==> config.mk <==
export PLATFORM = sky130hd
export DESIGN_NAME = dff_bank_arbiter
export DESIGN_NICKNAME = d
export VERILOG_FILES = /design/src/rtl/dff_arb_pkg.sv /design/src/rtl/dff_reg.sv /design/src/rtl/dff_bank_arbiter.sv
export SDC_FILE = /design/constraint.sdc
export NUM_CORES = 1
export LEC_CHECK = 0
export ABC_AREA = 1
export CAP_MARGIN = 10
export CORE_ASPECT_RATIO = 1.25
export CORE_MARGIN = 2
export CORE_UTILIZATION = 47
export CTS_BUF_LIST = sky130_fd_sc_hd__clkbuf_2 sky130_fd_sc_hd__clkbuf_4 sky130_fd_sc_hd__clkbuf_8
export DETAILED_ROUTE_END_ITERATION = 12
export GPL_TIMING_DRIVEN = 0
export PLACE_DENSITY_LB_ADDON = 0.12
export RECOVER_POWER = 25
export SKIP_LAST_GASP = 1
export SLEW_MARGIN = 0
export SYNTH_ARGS = -nofsm -noshare
export SYNTH_HDL_FRONTEND = slang
export SYNTH_SLANG_ARGS = --single-unit
export TNS_END_PERCENT = 10
==> constraint.sdc <==
create_clock -name clk -period 4.75 [get_ports clk]
set_input_delay 1.1875 -clock clk [delete_from_list [all_inputs] [get_ports clk]]
set_output_delay 1.1875 -clock clk [all_outputs]
set_load 0.02 [all_outputs]
==> src/rtl/dff_arb_pkg.sv <==
// Shared types for the dff_bank_arbiter: FSM encodings and the round-robin search helper.
package dff_arb_pkg;

   localparam int unsigned ST_W     = 2;
   localparam int unsigned RR_MAX_N = 8;
   localparam int unsigned RR_IDX_W = 3;

   typedef enum logic [ST_W-1:0] {
      ST_IDLE  = 2'b00,
      ST_GRANT = 2'b01,
      ST_LOCK  = 2'b10
   } state_e;

   typedef struct packed {
      logic                found;
      logic [RR_IDX_W-1:0] idx;
   } rr_pick_t;

   // First set bit of req_mask found by scanning ptr+1, ptr+2, ... modulo n.
   function automatic rr_pick_t rr_pick(input logic [RR_MAX_N-1:0] req_mask,
                                        input logic [RR_IDX_W-1:0] ptr,
                                        input int unsigned         n);
      rr_pick_t            res;
      logic [RR_IDX_W-1:0] cand;
      res = '0;
      for (int unsigned k = 1; k <= RR_MAX_N; k++) begin
         cand = RR_IDX_W'((32'(ptr) + k) % n);
         if (!res.found && (k <= n) && req_mask[cand]) begin
            res.found = 1'b1;
            res.idx   = cand;
         end
      end
      return res;
   endfunction

endpackage

==> src/rtl/dff_reg.sv <==
// W-bit D register with load enable; qn is kept as its own flop so both outputs are registered.
module dff_reg
#(
   parameter int unsigned W = 8
)
(
   input  logic         clk,
   input  logic         rst_n,
   input  logic         en,
   input  logic [W-1:0] d,
   output logic [W-1:0] q,
   output logic [W-1:0] qn
);

   logic [W-1:0] q_q, q_d;
   logic [W-1:0] qn_q, qn_d;

   always_comb begin
      q_d  = q_q;
      qn_d = qn_q;
      if (en) begin
         q_d  = d;
         qn_d = ~d;
      end
   end

   always_ff @(posedge clk or negedge rst_n) begin
      if (!rst_n) begin
         q_q  <= '0;
         qn_q <= '1;
      end else begin
         q_q  <= q_d;
         qn_q <= qn_d;
      end
   end

   assign q  = q_q;
   assign qn = qn_q;

endmodule

==> src/rtl/dff_bank_arbiter.sv <==
// Round-robin arbiter sharing one W-bit register among N writers.
// Define ARB_LOCK_EN to add the lock port and the bounded burst-lock state.
module dff_bank_arbiter
   import dff_arb_pkg::*;
#(
   parameter int unsigned N        = 4,
   parameter int unsigned W        = 8,
   parameter int unsigned MAX_LOCK = 8
)
(
   input  logic           clk,
   input  logic           rst_n,
   input  logic [N-1:0]   req,
   input  logic [N*W-1:0] wdata,
`ifdef ARB_LOCK_EN
   input  logic [N-1:0]   lock,
`endif
   output logic [N-1:0]   gnt,
   output logic [W-1:0]   q,
   output logic [W-1:0]   qn,
   output logic           busy
);

   localparam int unsigned PTR_W = $clog2(N);

   if (N < 2 || N > RR_MAX_N || MAX_LOCK < 1) begin : g_bad_param
      $error("dff_bank_arbiter: N must be 2..8 and MAX_LOCK at least 1");
   end

   state_e           state_q, state_d;
   logic [N-1:0]     gnt_q, gnt_d;
   logic [PTR_W-1:0] ptr_q, ptr_d;
   logic             busy_q, busy_d;
   logic [N-1:0]     elig;
   rr_pick_t         pick;
   logic             hold_lock;
   logic [W-1:0]     wsel;

   // The current grantee sits out one arbitration round unless it holds a lock.
   assign elig = req & ~gnt_q;
   assign pick = rr_pick(RR_MAX_N'(elig), RR_IDX_W'(ptr_q), N);

`ifdef ARB_LOCK_EN
   localparam int unsigned CNT_W = $clog2(MAX_LOCK + 1);

   logic [CNT_W-1:0] lock_cnt_q, lock_cnt_d;

   // lock_cnt counts consecutive granted cycles of the current grantee.
   assign hold_lock = (state_q != ST_IDLE) && (|(gnt_q & lock & req)) &&
                      (lock_cnt_q < CNT_W'(MAX_LOCK));

   always_comb begin
      lock_cnt_d = '0;
      if (hold_lock) begin
         lock_cnt_d = lock_cnt_q + CNT_W'(1);
      end else if (pick.found) begin
         lock_cnt_d = CNT_W'(1);
      end
   end

   always_ff @(posedge clk or negedge rst_n) begin
      if (!rst_n) begin
         lock_cnt_q <= '0;
      end else begin
         lock_cnt_q <= lock_cnt_d;
      end
   end
`else
   assign hold_lock = 1'b0;
`endif

   // Next-state, grant and pointer update.
   always_comb begin
      state_d = state_q;
      gnt_d   = '0;
      ptr_d   = ptr_q;
      if (hold_lock) begin
         state_d = ST_LOCK;
         gnt_d   = gnt_q;
      end else if (pick.found) begin
         state_d = ST_GRANT;
         gnt_d   = N'(1) << pick.idx;
         ptr_d   = PTR_W'(pick.idx);
      end else begin
         state_d = ST_IDLE;
      end
      busy_d = (state_d != ST_IDLE);
   end

   always_ff @(posedge clk or negedge rst_n) begin
      if (!rst_n) begin
         state_q <= ST_IDLE;
         gnt_q   <= '0;
         ptr_q   <= PTR_W'(N - 1);
         busy_q  <= 1'b0;
      end else begin
         state_q <= state_d;
         gnt_q   <= gnt_d;
         ptr_q   <= ptr_d;
         busy_q  <= busy_d;
      end
   end

   // Data of the writer granted this cycle; loaded at the next edge.
   always_comb begin
      wsel = '0;
      for (int unsigned i = 0; i < N; i++) begin
         if (gnt_q[i]) begin
            wsel = wdata[i*W +: W];
         end
      end
   end

   dff_reg #(.W(W)) u_reg (
      .clk   (clk),
      .rst_n (rst_n),
      .en    (|gnt_q),
      .d     (wsel),
      .q     (q),
      .qn    (qn)
   );

   assign gnt  = gnt_q;
   assign busy = busy_q;

endmodule

==> flow_results.org <==
** Status
- Result of the run :: complete, no violations

** Floorplanning
- The floorplan has 21 rows.
- The die covers 0.00337 sq mm.
- The region available for standard cell placement spans 0.00273 sq mm.
- DIE WIDTH :: 52.4 um
- Starting density of the core :: between 50% and 60%
- The die is roughly 64 um tall.
- Number of I/O pins :: between 50 and 60

** Drt
- Starting DRC count in detailed routing :: 18
- In the final routed layout, each cell accounts on average for roughly 14 um.
- Drc violations :: 0
- Final ANT Viol Nets :: 0
- After detailed routing, the total wire length is around 3.7 mm.
- Detailed-router iteration count before antenna repair :: 4
- Using the TritonRoute via totals, the vias-per-cell ratio works out to about 5.2.
- For this block, the via count after detailed routing is between 1000 and 1500.

** Setup path
- By startpoint and endpoint, the worst setup path is classified as reg -> out.
- In this run the worst setup path begins at u_reg.qn[3].
- The slowest stage of the critical path is the clkdlybuf4s50_1 cell.
- Total stage count of the critical path :: 1
- The worst register-to-register path has a depth of 10.
- In this design, the stage delay of the slowest critical-path cell is between 0.6 and 0.7 ns.
- The startpoint identified for the worst register-to-register timing path is ptr_q[0].
- Across all register-to-register paths, the minimum setup slack is between 3 and 4 ns.
- The critical path goes through clkdlybuf4s50_1.
- Critical path required time :: 3.56 ns
- In this run the worst path has a maximum fanout of 2.
- Data arrives at the worst endpoint at roughly 1.5 ns.
- Worst setup path end :: qn[3]
- STA classifies the critical path startpoint as a flop.
- In this design, the largest share of critical-path delay is due to buffers and inverters.
- Together, buffers and inverters on the worst path number 1.
- In this run the critical register-to-register path is captured at gnt[3].
- Kind of end point of the critical path :: output pin

** Clock network
- Clock sink count :: 23
- Clock insertion delay at the later pin of the skew report :: ~0.29 ns
- After clock tree synthesis, the repair step resized 0 gates.
- TritonCTS Buffers :: 3
- The clock passes through at most 2 buffers.
- Clock-pin slew was measured on the worst setup and hold paths at between 0.1 and 0.15 ns.
- The number of setup buffers added after CTS is 0.
- In this run the number of H-tree levels came out at 1.
- For this design, the CTS-stage hold fixing added 0 buffers.
- Root buf cell :: clkbuf_4
- TritonCTS clock tree :: built

** Cells and area
- The repair_antennas step left the layout with diodes totalling 0.
- Of the cells placed in the final design, the portion with a size suffix greater than 1 is approximately 15%.
- After routing the design area is 0.00203 sq mm.
- Synth-to-layout area growth :: 47.5%
- For this run, the post-layout net count is about 280.

** Yosys
- The cell count after synthesis came out at around 180.
- Counting flops and latches in the post-synthesis netlist gives 23.
- When the netlist entered floorplanning its net count stood at between 200 and 250.
- The netlist uses 23 different library cells.
- The largest total area in the synthesized netlist belongs to dfrtp_1.
- Yosys top cell area share :: between 20% and 30%
- Post-synth ARST share :: 100%
- Summing every instance area after synthesis gives 0.00137 sq mm.
- After synthesis, flip-flops and latches occupy 42.8% of the total area.
- During synthesis, Yosys emitted a total of 0 warnings.
- Synthesized area per cell :: just under 8 sq um
- The most used flip-flop cell after synthesis is dfrtp_1.
- In this run, synthesis inferred 0 flip-flops with an integrated enable.
- In the post-synthesis netlist, the biggest area contributors are dfrtp_1 (24%), dfstp_2 (19%), nand2_1 (16%), nand3_1 (7.3%), nor2_1 (5.7%).

** Placement
- Input/output buffers :: slightly below 60
- Routability-driven placement finished with a final weighted congestion of 0.886.
- OpenSTA, run right after detailed placement, puts the worst setup slack at roughly 2.1 ns.
- Post-placement cell area :: between 0.0015 and 0.002 sq mm
- The wire-length estimate of the detail-placed layout is between 3 and 4 mm.

** Timing
- Headroom to the max-slew limit came out at 34.4%.
- Fin crit period :: approximately 2.6 ns
- Fin Clk Skew :: between 0.0009 and 0.001 ns
- At the pin with the least slew margin, the transition time is a little under 1 ns.
- In the post-route analysis, the smallest setup slack over all paths is 2.11 ns.
- Hold violation total from the final report :: 0
- Portion of the clock cycle consumed by the worst path in the final layout :: between 50% and 60%
- The count of pins over their slew limit is 0.
- Final number of setup-violating endpoints :: 0
- Setup total negative slack :: 0 ns
- Unrepaired setup endpoints after global routing :: no
- Upper clock frequency limit :: 0.379 GHz

** Power and ir drop
- Power density over the cells :: approximately 730 mW/mm^2
- For this design the static power due to leakage is 0.931 nW.
- Across the VDD grid, the largest voltage drop is about 0.47 mV.

** GRT
- Pin count of the biggest net entering global routing :: 24
- The number of global-route vias before repair came to around 1400.
- Global routing used around 24% of the available tracks across all layers.
- The number of antenna violations at the first check in global routing is 0.
- Summed over all layers, the global routing overflow is 0.
- The first global-routing pass estimated between 6 and 7 mm of wire.

** Min path
- The worst hold path belongs to the class reg -> reg.

** Flow run
- MaxCap Viol Count :: 0
[sequential cells by signal (all words and copies together) (netlist names)]
| name | cells |
|---|---|
| gnt | 4 |
| u_reg.q | 8 |
| u_reg.qn | 8 |
| busy | 1 |
| ptr_q | 2 |
[where the power goes]
part / switching, mW / leakage (nW) / internal, mW / total (mW)
Sequential: 0.0656 / 0.264 / 0.327 / 0.393
Clock: 0.0510 / 0.0184 / 0.0384 / 0.0894
Combinational: 0.598 / 0.648 / 0.401 / 1.00
Total: 0.715 / 0.931 / 0.767 / 1.48
[layout make-up]
class / count / area, sq um
sequential: 23 / 588
timing repair buffer: 58 / 581
inverter: 11 / 48.8
clock buffer: 4 / 30.0
buffer: 4 / 32.5
fill: 219 / 706
multi-input combinational: 139 / 704
tap: 34 / 42.5
[routing by layer]
layer	up-vias	global-route usage, %	wire (um)
met5	-	0	0
met1	669	24.6	1410
met2	39	47.5	2150
li1	707	-	-
met4	0	8.01	70
met3	8	3.46	118
[kinds of logic (layout without fill, tap and decap cells)]
group           Yosys count  after routing  share of synthesized area, %
mux                       1              1                         0.729
compound gates           22             22                          10.4
flops                    23             23                          42.8
buf+inv                  15             77                          5.92
simple gates            116            116                          40.2
[stage by stage]
step / hold WS [ns] / total power [mW] / cells / util [%]
detailed placement: 0.466 / 1.40 / 269 / 73.1
global route: 0.504 / 1.61 / 273 / 74.2
floorplan: 0.500 / 1.06 / 177 / -
finish: 0.481 / 1.48 / 273 / 74.2
CTS: 0.486 / 1.49 / 273 / 74.2
global placement: 0.460 / 1.36 / 269 / 73.1
[worst min path at each step]
stage / startpoint / end / cells past startpoint
after CTS: u_reg.qn[7] / u_reg.qn[7] / 2
after global routing: u_reg.qn[7] / u_reg.qn[7] / 2
after global placement: u_reg.qn[7] / u_reg.qn[7] / 2
final: u_reg.qn[7] / u_reg.qn[7] / 2
after detailed placement: u_reg.q[4] / u_reg.q[4] / 2
after floorplan: u_reg.qn[6] / u_reg.qn[6] / 2
[placed cells by master (no fill, tap or decap), types with 2 or more instances in the layout]
cell             count
buf_2                2
nand4_1              2
dfstp_2             10
o211ai_1             6
nand2_4              3
nand3_1             20
nor2_1              21
o21ai_0              3
inv_1                7
clkdlybuf4s50_1     49
o21a_1               6
buf_6                2
dlygate4sd3_1        9
clkbuf_4             4
nand2_1             58
inv_2                3
a21oi_1              6
nand3_2              5
nand2_2              4
dfrtp_1             13
[Yosys cell counts (3+ instances only)]
master    instances
nor2_1           21
o211ai_1          6
dfrtp_1          13
nand2_4           3
a21oi_1           6
inv_1             7
nand3_2           5
nand2_2           4
nand2_1          58
dfstp_2          10
o21ai_0           3
nand3_1          20
o21a_1            6
inv_2             3
(Power assumes the default switching activity.)
